`src/rtl/mdu_pkg.sv`:
```
// Shared constants and helpers for the RV32M multiply/divide unit.
// Op codes follow the RV32M funct3 encoding.
package mdu_pkg;

    localparam int DATA_WIDTH = 32;
    localparam int MD_ITERS   = 32;
    localparam int CNT_W      = 6;

    localparam logic [2:0] MD_MUL    = 3'd0;
    localparam logic [2:0] MD_MULH   = 3'd1;
    localparam logic [2:0] MD_MULHSU = 3'd2;
    localparam logic [2:0] MD_MULHU  = 3'd3;
    localparam logic [2:0] MD_DIV    = 3'd4;
    localparam logic [2:0] MD_DIVU   = 3'd5;
    localparam logic [2:0] MD_REM    = 3'd6;
    localparam logic [2:0] MD_REMU   = 3'd7;

    function automatic logic [DATA_WIDTH-1:0] neg32(input logic [DATA_WIDTH-1:0] v);
        return ~v + 32'd1;
    endfunction

    // rs1 is treated as signed by MULH, MULHSU, DIV and REM
    function automatic logic a_is_signed(input logic [2:0] op);
        return (op == MD_MULH) || (op == MD_MULHSU) || (op == MD_DIV) || (op == MD_REM);
    endfunction

    function automatic logic b_is_signed(input logic [2:0] op);
        return (op == MD_MULH) || (op == MD_DIV) || (op == MD_REM);
    endfunction

endpackage

```
`src/rtl/mdu_iter.sv`:
```
// Unsigned radix-2 iterative core: shift-add multiplier or restoring divider.
// Outputs present the post-iteration value, so they are final in the cycle done is high.
module mdu_iter
    import mdu_pkg::*;
(
    input  logic                    clk,
    input  logic                    rst,
    input  logic                    clear,
    input  logic                    start,
    input  logic                    is_div,
    input  logic [DATA_WIDTH-1:0]   mag_a,
    input  logic [DATA_WIDTH-1:0]   mag_b,
    output logic                    done,
    output logic [2*DATA_WIDTH-1:0] product,
    output logic [DATA_WIDTH-1:0]   quotient,
    output logic [DATA_WIDTH-1:0]   remainder
);

    logic                    busy_q, busy_d;
    logic                    div_q, div_d;
    logic [CNT_W-1:0]        cnt_q, cnt_d;
    logic [2*DATA_WIDTH-1:0] acc_q, acc_d;
    logic [DATA_WIDTH-1:0]   opnd_q, opnd_d;

    logic [DATA_WIDTH:0]     mul_sum;
    logic [DATA_WIDTH:0]     rem_sh;
    logic [DATA_WIDTH:0]     diff;
    logic [2*DATA_WIDTH-1:0] step;

    // Multiply keeps {hi, multiplier}; divide keeps {partial remainder, dividend/quotient}.
    always_comb begin
        mul_sum = {1'b0, acc_q[63:32]} + (acc_q[0] ? {1'b0, opnd_q} : 33'd0);
        rem_sh  = {acc_q[63:32], acc_q[31]};
        diff    = rem_sh - {1'b0, opnd_q};
        if (div_q) begin
            if (diff[32]) begin
                step = {rem_sh[31:0], acc_q[30:0], 1'b0};
            end else begin
                step = {diff[31:0], acc_q[30:0], 1'b1};
            end
        end else begin
            step = {mul_sum, acc_q[31:1]};
        end
        done      = busy_q && (cnt_q == CNT_W'(MD_ITERS - 1));
        product   = step;
        quotient  = step[31:0];
        remainder = step[63:32];
    end

    // Next-state for the iteration registers.
    always_comb begin
        busy_d = busy_q;
        div_d  = div_q;
        cnt_d  = cnt_q;
        acc_d  = acc_q;
        opnd_d = opnd_q;
        if (clear) begin
            busy_d = 1'b0;
        end else if (start) begin
            busy_d = 1'b1;
            div_d  = is_div;
            cnt_d  = '0;
            acc_d  = is_div ? {32'd0, mag_a} : {32'd0, mag_b};
            opnd_d = is_div ? mag_b : mag_a;
        end else if (busy_q) begin
            acc_d  = step;
            cnt_d  = cnt_q + 6'd1;
            busy_d = !done;
        end else begin
            busy_d = 1'b0;
        end
    end

    // Iteration state registers.
    always_ff @(posedge clk) begin
        if (rst) begin
            busy_q <= 1'b0;
            div_q  <= 1'b0;
            cnt_q  <= '0;
            acc_q  <= '0;
            opnd_q <= '0;
        end else begin
            busy_q <= busy_d;
            div_q  <= div_d;
            cnt_q  <= cnt_d;
            acc_q  <= acc_d;
            opnd_q <= opnd_d;
        end
    end

endmodule

```
`src/rtl/mdu.sv`:
```
// RV32M multi-cycle multiply/divide unit: handshake, special-case detection
// and sign fix-up around the unsigned iterative core.
module mdu
    import mdu_pkg::*;
(
    input  logic                  clk,
    input  logic                  rst,
    input  logic                  flush,
    input  logic                  in_valid,
    output logic                  in_ready,
    input  logic [2:0]            op,
    input  logic [DATA_WIDTH-1:0] a,
    input  logic [DATA_WIDTH-1:0] b,
    output logic                  out_valid,
    input  logic                  out_ready,
    output logic [DATA_WIDTH-1:0] result
);

    typedef enum logic [1:0] {
        S_IDLE = 2'd0,
        S_CALC = 2'd1,
        S_DONE = 2'd2
    } state_e;

    state_e                state_q, state_d;
    logic [2:0]            op_q, op_d;
    logic                  sign_q, sign_d;
    logic [DATA_WIDTH-1:0] result_q, result_d;
    logic                  in_ready_q, in_ready_d;
    logic                  out_valid_q, out_valid_d;

    logic                    accept;
    logic                    div_zero;
    logic                    div_ovf;
    logic                    special;
    logic [DATA_WIDTH-1:0]   special_res;
    logic                    sign_in;
    logic [DATA_WIDTH-1:0]   mag_a, mag_b;
    logic                    iter_done;
    logic [2*DATA_WIDTH-1:0] iter_prod;
    logic [DATA_WIDTH-1:0]   iter_quot, iter_rem;
    logic [2*DATA_WIDTH-1:0] prod_fix;
    logic [DATA_WIDTH-1:0]   calc_res;

    // Operand decode at accept: sign, magnitudes and the two cases that bypass the core.
    always_comb begin
        accept   = (state_q == S_IDLE) && in_valid && !flush;
        div_zero = op[2] && (b == 32'd0);
        div_ovf  = ((op == MD_DIV) || (op == MD_REM)) &&
                   (a == 32'h8000_0000) && (b == 32'hFFFF_FFFF);
        special  = div_zero || div_ovf;
        if (div_zero) begin
            special_res = op[1] ? a : 32'hFFFF_FFFF;
        end else begin
            special_res = op[1] ? 32'd0 : 32'h8000_0000;
        end
        case (op)
            MD_MULH, MD_DIV:   sign_in = a[31] ^ b[31];
            MD_MULHSU, MD_REM: sign_in = a[31];
            default:           sign_in = 1'b0;
        endcase
        mag_a = (a_is_signed(op) && a[31]) ? neg32(a) : a;
        mag_b = (b_is_signed(op) && b[31]) ? neg32(b) : b;
    end

    mdu_iter u_iter (
        .clk       (clk),
        .rst       (rst),
        .clear     (flush),
        .start     (accept && !special),
        .is_div    (op[2]),
        .mag_a     (mag_a),
        .mag_b     (mag_b),
        .done      (iter_done),
        .product   (iter_prod),
        .quotient  (iter_quot),
        .remainder (iter_rem)
    );

    // Sign correction of the core result.
    always_comb begin
        prod_fix = sign_q ? (~iter_prod + 64'd1) : iter_prod;
        if (op_q[2]) begin
            if (op_q[1]) begin
                calc_res = sign_q ? neg32(iter_rem) : iter_rem;
            end else begin
                calc_res = sign_q ? neg32(iter_quot) : iter_quot;
            end
        end else begin
            calc_res = (op_q == MD_MUL) ? prod_fix[31:0] : prod_fix[63:32];
        end
    end

    // Next-state logic; flush overrides every transition.
    always_comb begin
        state_d = state_q;
        case (state_q)
            S_IDLE:  state_d = accept ? (special ? S_DONE : S_CALC) : S_IDLE;
            S_CALC:  state_d = iter_done ? S_DONE : S_CALC;
            S_DONE:  state_d = out_ready ? S_IDLE : S_DONE;
            default: state_d = S_IDLE;
        endcase
        if (flush) begin
            state_d = S_IDLE;
        end else begin
            state_d = state_d;
        end
    end

    // Registered outputs and per-operation context.
    always_comb begin
        op_d        = op_q;
        sign_d      = sign_q;
        result_d    = result_q;
        in_ready_d  = (state_d == S_IDLE);
        out_valid_d = (state_d == S_DONE);
        if (accept) begin
            op_d     = op;
            sign_d   = sign_in;
            result_d = special ? special_res : result_q;
        end else if ((state_q == S_CALC) && iter_done && !flush) begin
            result_d = calc_res;
        end else begin
            result_d = result_q;
        end
    end

    // State and output registers.
    always_ff @(posedge clk) begin
        if (rst) begin
            state_q     <= S_IDLE;
            op_q        <= 3'd0;
            sign_q      <= 1'b0;
            result_q    <= '0;
            in_ready_q  <= 1'b1;
            out_valid_q <= 1'b0;
        end else begin
            state_q     <= state_d;
            op_q        <= op_d;
            sign_q      <= sign_d;
            result_q    <= result_d;
            in_ready_q  <= in_ready_d;
            out_valid_q <= out_valid_d;
        end
    end

    assign in_ready  = in_ready_q;
    assign out_valid = out_valid_q;
    assign result    = result_q;

endmodule

```
`config.mk`:
```
export PLATFORM = sky130hd
export DESIGN_NAME = mdu
export DESIGN_NICKNAME = d
export VERILOG_FILES = /design/src/rtl/mdu_pkg.sv /design/src/rtl/mdu_iter.sv /design/src/rtl/mdu.sv
export SDC_FILE = /design/constraint.sdc
export NUM_CORES = 1
export LEC_CHECK = 0
export ABC_AREA = 1
export BUFFER_PORTS_ARGS = -buffer_cell sky130_fd_sc_hd__buf_2
export CAP_MARGIN = 25
export CORE_ASPECT_RATIO = 1.75
export CORE_UTILIZATION = 26
export DETAILED_ROUTE_END_ITERATION = 8
export PLACE_DENSITY = 0.39
export SLEW_MARGIN = 0
export SYNTH_ARGS = -nofsm -noshare
export SYNTH_HDL_FRONTEND = slang
export SYNTH_SLANG_ARGS = --single-unit
```
`constraint.sdc`:
```
create_clock -name clk -period 7.7 [get_ports clk]
set_clock_uncertainty 0.1 [all_clocks]
set_input_delay 1.54 -clock clk [delete_from_list [all_inputs] [get_ports clk]]
set_output_delay 1.54 -clock clk [all_outputs]
set_load 0.01 [all_outputs]
```
## Yosys cells after proc, flatten, opt, wreduce, memory -nomap -nowiden

Index checks and enable logic that the tools add are counted.

| storage, ports and cells | value |
|---|---|
| register bits after elaboration | 144 |
| bits in latches | 0 |
| bits in writable memories | 0 |
| bits in read-only memories | 0 |
| word-level logic and storage cells | 102 |
| memories | 0 |

| cells by class | value |
|---|---|
| add/subtract/negate cells | 8 |
| $mul | 0 |
| div/mod/pow operators | 0 |
| $lt $le $gt $ge | 0 |
| eq/ne operators | 11 |
| shift-type cells | 0 |
| multiplexer cells | 32 |
| bitwise operators | 7 |
| reductions and logical operators | 33 |

Operators by type and width:

| kind | count |
|---|---|
| two-way mux 32 bit | 16 |
| two-way mux 64 bit | 5 |
| adder 32 x 1 -> 32 bit (second input constant) | 4 |
| NOT 32 bit | 4 |
| adder 64 x 1 -> 64 bit (second input constant) | 1 |
| equality test 32 bit (second input constant) | 2 |
| NOT 64 bit | 1 |
| adder 32 x 33 -> 33 bit | 1 |
| subtractor 33 x 32 -> 33 bit | 1 |
| logical NOT 32 bit | 1 |
| two-way mux 6 bit | 2 |
| logical AND 1 bit | 11 |
| two-way mux 2 bit | 5 |
| logical OR 1 bit | 7 |
| adder 6 x 1 -> 6 bit (second input constant) | 1 |
| equality test 3 bit (second input constant) | 2 |
| equality test 6 x 5 -> 1 bit (second input constant) | 1 |
| one-hot mux 2 bit (3 select lines) | 1 |
| AND reduction 2 bit | 3 |
| OR reduction 2 bit | 3 |
| equality test 2 bit (second input constant) | 2 |
| logical NOT 2 bit | 2 |
| nonzero test 2 bit | 2 |
| equality test 3 x 1 -> 1 bit (second input constant) | 1 |
| other kinds (9) | 12 |

## Depth between registers and ports, before layout

Gate-level depths: netlist of the first run.

| depth | value |
|---|---|
| word-level depth | 10 |
| gate-level depth with buffers | 38 |
| depth with buffers taken out | 38 |

## Cells and area by module

Synthesis of the first run repeated with hierarchy kept, for this count alone.

| unflattened totals | value |
|---|---|
| cell total of the unflattened synthesis | 3592 |
| area total of the unflattened synthesis | 19776.5 µm² |

Modules (own cells, without submodules):

| module | times used | cells each | area each (µm²) | sequential area each (µm²) |
|---|---|---|---|---|
| mdu_iter | 1 | 1876 | 11108.2 | 2082.0 |
| mdu | 1 | 1716 | 8668.3 | 800.8 |

## Least setup slack after synthesis of the first run

OpenSTA, ideal clock, no wires.

| timing path | value |
|---|---|
| path kind | input to register |
| start point | input b[0] |
| end point | register result_q[13] (netlist: result[13]) |
| library setup time | 113 ps |
| arrival | 3904 ps |
| slack | 3583 ps |
| stages on the path | 22 |
| path buffers | 1 |
| cell sequence | inv_1 ha_1 nand2_1 nor2_1 nand2_1 nor3_2 nand2_1 nor2_2 nand4_1 nor2_1 nand2_1 nor2_2 nand2_1 nor2_2 nand4_1 nor2_4 a31oi_2 o31ai_4 buf_2 nand3_1 o21ai_1 inv_1 |

| between the ends | value |
|---|---|
| cells in the longest elaborated chain, start to end | 5 |
| elaborated cells on any way between the ends | 10 |
| classes of those cells | 2 x eq/ne; 3 x mux; 5 x reduce/logical |

Ends and longest elaborated chain:

| item | line | source |
|---|---|---|
| from (decl) | mdu.sv:13 | `input logic [DATA_WIDTH-1:0] b,` |
| equality test 32 bit or logical NOT 32 bit (tied branches) | mdu.sv:50, mdu.sv:48 |  |
| logical AND 1 bit (on tied branches) | mdu.sv:50, mdu.sv:48 |  |
| logical OR 1 bit or two-way mux 32 bit (tied branches) | mdu.sv:51, mdu.sv:52 |  |
| != test 2 x 1 -> 1 bit (no line) or two-way mux 32 bit (tied branches) | -- |  |
| AND reduction 2 bit (no line) or two-way mux 32 bit (tied branches) | -- |  |
| to (signal assigned) | mdu.sv:141 | `result_q <= result_d;` |
| to (decl) | mdu.sv:28 | `logic [DATA_WIDTH-1:0] result_q, result_d;` |

Several ways; a longest one is shown, not always the timed one. The select of a mux whose other input is x is not followed.
A chain may end at the register's enable or synchronous reset.

## Final worst setup path of the first run

| timing path | value |
|---|---|
| start point | register u_iter.acc_q[0] |
| end point | register result_q[31] (netlist: result[31]) |

| between the ends | value |
|---|---|
| cells in the longest elaborated chain, start to end | 10 |
| elaborated cells on any way between the ends | 18 |
| classes of those cells | 4 x add/sub; 11 x mux; 3 x bitwise |

Ends and longest elaborated chain:

| item | line | source |
|---|---|---|
| from (decl) | mdu_iter.sv:22 | `logic [2*DATA_WIDTH-1:0] acc_q, acc_d;` |
| from (signal assigned) | mdu_iter.sv:80 | `acc_q <= '0;` |
| from (signal assigned) | mdu_iter.sv:86 | `acc_q <= acc_d;` |
| two-way mux 32 bit | mdu_iter.sv:32 | `mul_sum = {1'b0, acc_q[63:32]} + (acc_q[0] ? {1'b0, opnd_q} : 33'd0);` |
| adder 32 x 33 -> 33 bit | mdu_iter.sv:32 |  |
| two-way mux 64 bit (*) | mdu_iter.sv:35 | `if (div_q) begin` |
| NOT 64 bit or NOT 32 bit (tied branches) | mdu.sv:82, mdu_pkg.sv:19 |  |
| adder 64 x 1 -> 64 bit or adder 32 x 1 -> 32 bit (tied branches) | mdu.sv:82, mdu_pkg.sv:19 |  |
| two-way mux 64 bit, or another cell as far along | mdu.sv:82 | `prod_fix = sign_q ? (~iter_prod + 64'd1) : iter_prod;` |
| two-way mux 32 bit (on tied branches) | mdu.sv:90, mdu.sv:84 |  |
| two-way mux 32 bit (*) | mdu.sv:83 | `if (op_q[2]) begin` |
| two-way mux 32 bit (*) | mdu.sv:121 | `end else if ((state_q == S_CALC) && iter_done && !flush) begin` |
| two-way mux 32 bit (*) | mdu.sv:117 | `if (accept) begin` |

Every way passes the cells marked *; elsewhere a longest branch is shown, timed or not. The select of a mux whose other input is x is not followed.

==> flow_summary_export.csv, run 1 <==
group,metric,value,unit
status,outcome,"finished clean",
clocking,cts_setup_buffers,0,
final_layout,fin_util,0.292,
clocking,cts_tree,"yes",
die,initial_core_util,0.263,
pwr,power.density,158,nW/µm²
logic_synthesis,ys_warn_count,0,
placed_design,io_buffers,105,
logic_synthesis,synth_edf_count,0,
die,core_area,67600,µm²
routing,drt-pass1-iter-count,8,
pwr,ir_worst_vdd,0.140,mV
clocking,clockBufferDepth,2,
worst_hold_path,hp-start,"result[29]",
worst_hold_path,min_path_cells,2,
grt,antenna_found_initial,0,
routing,drc,0,
clocking,cts-root-buf,"clkbuf_16",
final_layout,antenna-diode-count,0,
logic_synthesis,synth_top_family_by_area,"simple AND/OR/NAND/NOR gates",
sta,fmax,179,MHz
clocking,cts_resized,0,
logic_synthesis,synth_seq_cells,144,
sta,rsz0062_at_grt,"no",
final_layout,syn_to_final_growth,11.1,%
clocking,cts.htree.levels,4,
die,die_area,69500,µm²
logic_synthesis,synth_fp_nets,3322,
logic_synthesis,synthCells,3178,
routing,vias,21000,
placed_design,place.gp.congestion,0.964,
clocking,path_clk_slew,0.07,ns
pwr,p_leak,9.78,nW
logic_synthesis,synthFlopType,"dfxtp_1",
sta,fin_crit_sh,0.726,
grt,grt_start_max_net_pins,70,
sta,period_needed,5.59,ns
clocking,cts_hold_buffers,0,
logic_synthesis,synth-seq-area-share,0.162,
flow_run,drv_cap,0,
critical_path,startpoint_type,"flip-flop",
critical_path,timing.rr.end,"result[31]",
critical_path,reg2reg_from,"u_iter.acc_q[0]",
sta,slew_violations,0,
routing,wirelength,101,mm
critical_path,worstRegToRegCells,21,
clocking,cts_buffers,17,
sta,final_hold_viol_count,0,
clocking,clock_latency,0.49,ns
logic_synthesis,async_flop_share,0,
final_layout,drive_gt1_frac,0.0914,
placed_design,dp_hpwl,84.6,mm
logic_synthesis,synthXorXnorAreaFrac,0.0591,
die,die_h,348,µm
critical_path,worstPathRequired,7.94,ns
critical_path,endpoint,"result[31]",
worst_hold_path,hp-class,"flip-flop to flip-flop",
die,ios,106,
die,die_w,200,µm
sta,tns,0,ns
logic_synthesis,synth_mux_area_frac,0.00225,
sta,setup_viol,0,
critical_path,critPathLaunch,"u_iter.acc_q[0]",
final_layout,final_cell_mix,"nand2_1 (926), inv_1 (439), nor2_1 (331), o21ai_0 (215), nand3_1 (213)",
logic_synthesis,yosysUniqueCellTypes,62,
critical_path,cp_max_fo,34,
logic_synthesis,synth-compound-area-share,0.191,
final_layout,layout.cells.most_common,"nand2_1",
critical_path,r2r_slack,2.11,ns
critical_path,crit_type,"flip-flop to flip-flop",
grt,grt_usage,0.293,
grt,grt_pass1_wl,143,mm
critical_path,crit_arrival,5.82,ns
sta,relSlewSlack,0.288,
routing,routedWlPerCell,24.5,µm
clocking,clock_sinks,144,
logic_synthesis,synth.cell_area,17800,µm²
critical_path,crit_path_end_kind,"flip-flop",
routing,viasPerCell,5.10,
logic_synthesis,synth-simple-area-share,0.409,
routing,ant_nets,0,
die,rows,126,
logic_synthesis,postSynthAreaPerCell,5.60,µm²
grt,grt_pass1_vias,20900,
grt,grt-ovfl-total,0,
logic_synthesis,synth_fa_ha_area_frac,0.0515,
routing,drt_iter0_drc,1542,
sta,worstMarginPinSlew,1.06,ns
final_layout,fin_nets,3358,
## layout make-up
type,count,area (µm²)
clock buffers,19,443
clock inverters,13,151
fillers,7910,47900
inverters,454,1700
multi-input cells,2462,12700
flip-flops and latches,144,2890
well taps,896,1120
repair buffers,135,748
## logic make-up (layout without fill, tap and decap cells)
kind of cell | Yosys count | after routing
XOR/XNOR | 120 | 120
AO/OA/AOI/OAI | 580 | 580
AND/OR/NAND/NOR | 1686 | 1686
adder cells (fa/ha/maj) | 72 | 72
buffers and inverters | 572 | 621
multiplexers | 4 | 4
flip-flops | 144 | 144
## flip-flops by register name (all words and copies together) (netlist names)
signal / cells
out_valid: 1
u_iter.div_q: 1
u_iter.busy_q: 1
u_iter.acc_q: 64
in_ready: 1
result: 32
u_iter.cnt_q: 6
state_q: 2
u_iter.opnd_q: 32
sign_q: 1
op_q: 3
## critical path, cell delays in order (launching register included)
cell     delay, ns
dfxtp_2       0.91
nand2_1       0.30
inv_1         0.12
ha_1          0.30
a21oi_1       0.20
o21ai_0       0.37
a21oi_1       0.71
nand3_1       0.25
o21ai_0       0.21
nand2_1       0.32
nor2_1        0.27
nand2_1       0.13
nor2_1        0.28
nand3_1       0.12
nand2_1       0.18
nand2_1       0.08
nand2_1       0.07
nand3_1       0.08
o21ai_1       0.10
nand2_1       0.10
nand2_1       0.14
a21oi_1       0.07
## metrics by stage
step                power, mW  std cells  cell area, µm²  hold WS, ns  worst slack (ns)
floorplan                1.71       3178           17800        0.347              3.58
global placement         2.23       4089           19200        0.353              1.77
detailed placement       2.23       4091           19200        0.365              1.81
CTS                      3.14       4123           19800        0.376              2.16
global route             3.30       4123           19800        0.405              1.89
finish                   3.13       4123           19800        0.374              2.11
## Yosys cell counts, types with 5 or more instances
cell type	count	share of area
nand2_1	926	0.20
inv_1	441	0.093
nor2_1	332	0.070
o21ai_0	216	0.061
nand3_1	213	0.060
a21oi_1	185	0.052
dfxtp_1	144	0.16
xor2_1	90	0.044
clkbuf_1	78	0.016
ha_1	70	0.049
o211ai_1	47	0.020
nor3_1	41	0.012
nand4_1	34	0.012
nand2_2	30	0.011
xnor2_1	30	0.015
nand3b_1	20	0.0084
nor2_2	19	0.0067
o21ai_1	19	0.0053
buf_1	18	0.0038
o221ai_1	18	0.0089
nor4_1	16	0.0056
a31oi_1	15	0.0053
or2_2	14	0.0049
buf_2	13	0.0037
nand2_4	13	0.0082
a211oi_1	12	0.0051
o21bai_1	11	0.0046
inv_2	9	0.0019
nand3_2	9	0.0051
o21a_1	9	0.0038
a21o_1	7	0.0030
buf_6	7	0.0044
o2111ai_1	5	0.0025
## how the worst min path moves through the flow
stage,to,slack [ns]
final,result[29],0.37
after floorplan,u_iter.cnt_q[0],0.35
after detailed placement,result[29],0.37
after global placement,result[29],0.35
after CTS,result[29],0.38
after global routing,result[29],0.41
## report_power, final
group / switching, mW / internal [mW] / total (mW)
Sequential: 0.0477 / 0.786 / 0.834
Combinational: 1.01 / 0.375 / 1.39
Clock: 0.415 / 0.493 / 0.909
Total: 1.48 / 1.65 / 3.13
## per-layer routing
metal	part of all wire	GRT usage
met5	0	0
met4	0.12	0.300
met3	0.033	0.0275
met2	0.51	0.536
met1	0.34	0.275
(Power assumes the default switching activity.)
==> inputs of run 2 (changes only) <==
- clock period: 7.7 -> 5.2 ns (I/O delays scaled with it)
==> run 2 against run 1 <==
  * Hold slack got worse by 0.0018 ns
  * Routed wire length rose by 5.3%
  * Clock power rose by 58%
  * Global-route usage rose by 1.6 points
  * Flip-flop and latch count did not move
  * Fmax rose by 15%
  * Worst setup slack got worse by 1.8 ns
  * Combinational power rose by 57%
  * Register-to-register slack got worse by 1.8 ns
  * Utilization rose by 0.88 points
  * Sequential power rose by 46%
  * Largest cell class unchanged
  * Largest power group unchanged
==> flow_summary_export.csv, run 2 (synthesis results as in run 1) <==
group,metric,value,unit
critical_path,critPathMaxStageDelay,0.43,ns
sta,fmax,206,MHz
die,initial_core_util,0.263,
sta,rsz0062_at_grt,"yes",
placed_design,io_buffers,105,
sta,fin_crit_sh,0.934,
critical_path,timing.rr.end,"result[29]",
sta,slew_violations,0,
sta,hold_ws,0.372,ns
routing,wirelength,106,mm
critical_path,r2r_slack,0.34,ns
clocking,cts-root-buf,"clkbuf_16",
critical_path,worst-path-buf-inv,3,
sta,final_hold_viol_count,0,
final_layout,top_register,"u_iter.acc_q",
placed_design,pre_cts_slack,0.143,ns
critical_path,crit_path_end_kind,"flip-flop",
final_layout,multi_input_area,12800,µm²
clocking,clock_latency,0.51,ns
grt,antenna_found_initial,4,
worst_hold_path,holdPathEnd,"result[25]",
critical_path,cp_max_fo,18,
pwr,power.density,238,nW/µm²
clocking,clockBufferDepth,2,
routing,drc,0,
critical_path,crit_top_cell,"nand2_1",
placed_design,dp_hpwl,88.0,mm
sta,setup_viol,0,
critical_path,crit_type,"flip-flop to flip-flop",
final_layout,fillers,7799,
grt,grt_start_max_net_pins,75,
clocking,clock_sinks,144,
die,ios,106,
final_layout,final_area,20400,µm²
die,die_h,348,µm
flow_run,drv_cap,0,
critical_path,crit_family,"simple AND/OR/NAND/NOR gates",
critical_path,worstRegToRegCells,25,
clocking,cts_hold_buffers,0,
sta,relSlewSlack,0.345,
grt,grt_usage,0.310,
critical_path,reg2reg_from,"u_iter.acc_q[0]",
routing,drt_iter0_drc,1616,
worst_hold_path,hp-start,"result[25]",
final_layout,final_cell_mix,"nand2_1 (924), inv_1 (439), nor2_1 (330), o21ai_0 (215), nand3_1 (210)",
clocking,cts_tree,"yes",
final_layout,register_area,2890,µm²
routing,vias,21700,
die,die_area,69500,µm²
die,die_w,200,µm
clocking,path_clk_slew,0.08,ns
critical_path,crit_arrival,5.10,ns
sta,fin_ws,0.344,ns
grt,grt_pass1_vias,21400,
critical_path,startpoint_type,"flip-flop",
sta,tns,0,ns
final_layout,fin_nets,3419,
final_layout,layout.cells.most_common,"nand2_1",
worst_hold_path,min_path_cells,2,
die,core_area,67600,µm²
sta,period_needed,4.86,ns
sta,worstMarginPinSlew,0.972,ns
pwr,ir_worst_vdd,0.288,mV
worst_hold_path,hp-class,"flip-flop to flip-flop",
final_layout,drive_gt1_frac,0.111,
final_layout,largest_register_ffs,64,
routing,ant_nets,0,
pwr,p_leak,10.1,nW
critical_path,worstPathRequired,5.45,ns
routing,routedWlPerCell,25.4,µm
grt,grt_pass1_wl,150,mm
routing,viasPerCell,5.18,
placed_design,placed_cell_area,19700,µm²
die,rows,126,
clocking,cts.htree.levels,4,
critical_path,crit_slowest_cell,"nor3_1",
final_layout,syn_to_final_growth,14.4,%
clocking,cts_buffers,17,
grt,grt-ovfl-total,0,
pwr,power,4.84,mW
status,outcome,"finished clean",
routing,drt-pass1-iter-count,6,
placed_design,place.gp.congestion,1.01,
## run 2: cell count changes in the layout (fill, tap and decap cells not counted), moves of 2 or more
cell,before,now
inv_8,1,5
buf_12,0,4
inv_6,5,2
nand2_1,926,924
clkinv_8,0,2
nand3_1,213,210
buf_4,29,87
nand3_2,9,12
## run 2: per-stage QoR
stage	instances	utilization
after CTS	4181	0.300
after floorplan	3178	-
after global placement	4149	0.291
after detailed placement	4149	0.291
final	4185	0.301
after global routing	4184	0.301
## run 2: final cells by class
cell class	count	share of cell area
sequential	144	0.142
clock inverter	14	0.00940
inverter	454	0.0837
antenna	1	0.000123
multi-input combinational	2462	0.626
timing repair buffer	196	0.0618
clock buffer	18	0.0216
tap	896	0.0551
## run 2: what timing repair did
item | 4_1_cts | 5_1_grt
endpoints found under the hold margin | 0 | 0
setup buffers | 0 | 2
resized for setup | 0 | 10
endpoints found under the setup margin | 0 | 11
## run 2: how the worst max path moves through the flow
stage / startpoint / endpoint / cells past startpoint
after floorplan: u_iter.acc_q[31] / result[24] / 37
after detailed placement: a[0] / u_iter.acc_q[42] / 17
after CTS: u_iter.acc_q[31] / result[26] / 35
final: u_iter.acc_q[0] / result[29] / 25
after global placement: a[0] / u_iter.acc_q[42] / 17
after global routing: u_iter.acc_q[31] / result[26] / 35
## run 2: layer usage
metal / up-vias / global-route usage / routed length (µm)
met2: 809 / 0.559 / 54300
met3: 290 / 0.0331 / 3830
met5: - / 0 / 0
li1: 10500 / - / -
met1: 10100 / 0.292 / 35000
met4: 0 / 0.321 / 13200
## run 2: worst register-to-register path, stage by stage, from the launching register on
cell	delay (ns)
dfxtp_1	0.37
buf_4	0.24
buf_4	0.32
nand2_1	0.16
inv_1	0.24
ha_1	0.37
a21oi_1	0.21
o21ai_0	0.17
a21oi_1	0.31
nor2_1	0.09
nor3_1	0.43
nand3_1	0.13
nand3_1	0.11
nand2_1	0.23
nor2_1	0.22
nand2_1	0.07
nor2_1	0.09
nand2_1	0.06
nand2_1	0.13
nand2_1	0.08
nand2_1	0.06
nand3_1	0.07
nand2_1	0.08
nand3_1	0.17
nand2_1	0.12
a21oi_1	0.06
## run 2: report_power, final
part	internal [mW]	switching (mW)	total (mW)	leakage, nW
clock network	0.748	0.689	1.44	0.306
logic	0.599	1.58	2.18	8.66
registers	1.16	0.0557	1.22	1.18
==> inputs of run 3 (changes only) <==
- clock period: 5.2 -> 5.7 ns (I/O delays scaled with it)
==> run 3 against run 2 <==
  * Critical path depth up 12
  * Worst setup slack improved by 0.23 ns
  * Clock power fell by 11%
  * Hold slack worse by 0.0072 ns
  * Cell count fell by 0.55%
  * Combinational power shrank 11%
  * Critical path type unchanged
==> flow_summary_export.csv, run 3 (synthesis results as in run 1) <==
group,metric,value,unit
grt,grt_start_max_net_pins,70,
clocking,cts.htree.levels,4,
critical_path,reg2reg_from,"u_iter.acc_q[31]",
sta,worstMarginPinSlew,0.974,ns
sta,fmax,195,MHz
routing,drc,0,
flow_run,drv_cap,0,
routing,routedWlPerCell,26.0,µm
critical_path,crit_type,"flip-flop to flip-flop",
die,die_area,69500,µm²
routing,drt_iter0_drc,1401,
clocking,cts_hold_buffers,0,
final_layout,layout.cells.most_common,"nand2_1",
sta,final_hold_viol_count,0,
pwr,ir_worst_vdd,0.254,mV
sta,tns,0,ns
clocking,cts-root-buf,"clkbuf_16",
final_layout,largest_register_ffs,64,
clocking,cts_buffers,17,
die,rows,126,
grt,antenna_found_initial,5,
clocking,cts_resized,0,
pwr,power.density,216,nW/µm²
critical_path,worstRegToRegCells,37,
sta,relSlewSlack,0.350,
final_layout,final_area,20100,µm²
final_layout,top_register,"u_iter.acc_q",
grt,grt_pass1_vias,21100,
status,outcome,"finished clean",
placed_design,pre_cts_slack,0.652,ns
sta,setup_viol,0,
critical_path,crit_arrival,5.42,ns
pwr,p_leak,9.99,nW
critical_path,crit_slowest_cell,"fa_1",
clocking,path_clk_slew,0.08,ns
routing,drt-pass1-iter-count,6,
critical_path,timing.rr.end,"result[28]",
clocking,cts_setup_buffers,0,
die,core_area,67600,µm²
critical_path,crit_path_end_kind,"flip-flop",
critical_path,r2r_slack,0.57,ns
final_layout,drive_gt1_frac,0.102,
critical_path,crit_top_cell,"nand2_1",
clocking,clock_latency,0.51,ns
clocking,clock_sinks,144,
final_layout,fin_nets,3396,
critical_path,cp_max_fo,32,
critical_path,startpoint_type,"flip-flop",
sta,fin_ws,0.574,ns
placed_design,place.gp.congestion,1.01,
die,die_w,200,µm
routing,vias,21500,
die,ios,106,
grt,grt_pass1_wl,152,mm
die,die_h,348,µm
sta,slew_violations,0,
critical_path,critPathLaunch,"u_iter.acc_q[31]",
clocking,cts_tree,"yes",
die,initial_core_util,0.263,
routing,viasPerCell,5.16,
placed_design,dp_hpwl,90.0,mm
clocking,clockBufferDepth,2,
critical_path,worstPathRequired,5.99,ns
final_layout,syn_to_final_growth,13.0,%
critical_path,endpoint,"result[28]",
sta,fin_crit_sh,0.899,
sta,period_needed,5.13,ns
grt,grt_usage,0.314,
worst_hold_path,hp-class,"flip-flop to flip-flop",
routing,ant_nets,0,
grt,grt-ovfl-total,0,
final_layout,fillers,7856,
final_layout,final_cell_mix,"nand2_1 (926), inv_1 (439), nor2_1 (331), o21ai_0 (215), nand3_1 (213)",
critical_path,critPathMaxStageDelay,0.41,ns
placed_design,placed_cell_area,19500,µm²
placed_design,io_buffers,105,
sta,rsz0062_at_grt,"no",
routing,wirelength,108,mm
## run 3: worst min path at each step
stage	from	endpoint	slack [ns]	cells past startpoint
finish	result[31]	result[31]	0.36	2
global route	result[31]	result[31]	0.39	2
CTS	result[31]	result[31]	0.37	2
global placement	result[31]	result[31]	0.35	2
floorplan	u_iter.cnt_q[0]	u_iter.cnt_q[0]	0.35	1
detailed placement	result[31]	result[31]	0.36	2
## run 3: where the power goes
group | switching, mW | internal (mW)
registers | 0.0548 | 1.06
logic | 1.41 | 0.524
clock network | 0.679 | 0.598
total | 2.15 | 2.18
## run 3: cell type report
class,instances,area [µm²],area share
antenna,1,2.50,0.000124
clock buffer,17,425,0.0212
clock inverter,15,183,0.00909
inverter,454,1700,0.0848
multi-input combinational,2462,12700,0.632
sequential,144,2890,0.144
tap,896,1120,0.0558
timing repair buffer,173,1070,0.0532
## run 3: stage by stage
stage,utilization,hold slack (ns),cells,power [mW]
floorplan,-,0.347,3178,2.30
global placement,0.288,0.355,4128,3.06
detailed placement,0.288,0.357,4129,3.05
CTS,0.297,0.369,4161,4.36
global route,0.297,0.388,4161,4.55
finish,0.297,0.365,4162,4.33
## run 3: critical path: cells and delay by family, from the launching register on
family	cells	cell delay (ns)
flops	1	0.32
buf+inv	5	0.44
simple gates	27	3.11
compound gates	2	0.29
fa+ha+maj	3	0.72
## run 3: metal layers
layer / vias to the layer above / wire [µm] / track usage
met5: - / 19 / 0
li1: 10400 / - / -
met4: 2 / 12100 / 0.302
met2: 787 / 56500 / 0.581
met1: 9987 / 35300 / 0.291
met3: 282 / 4170 / 0.0372
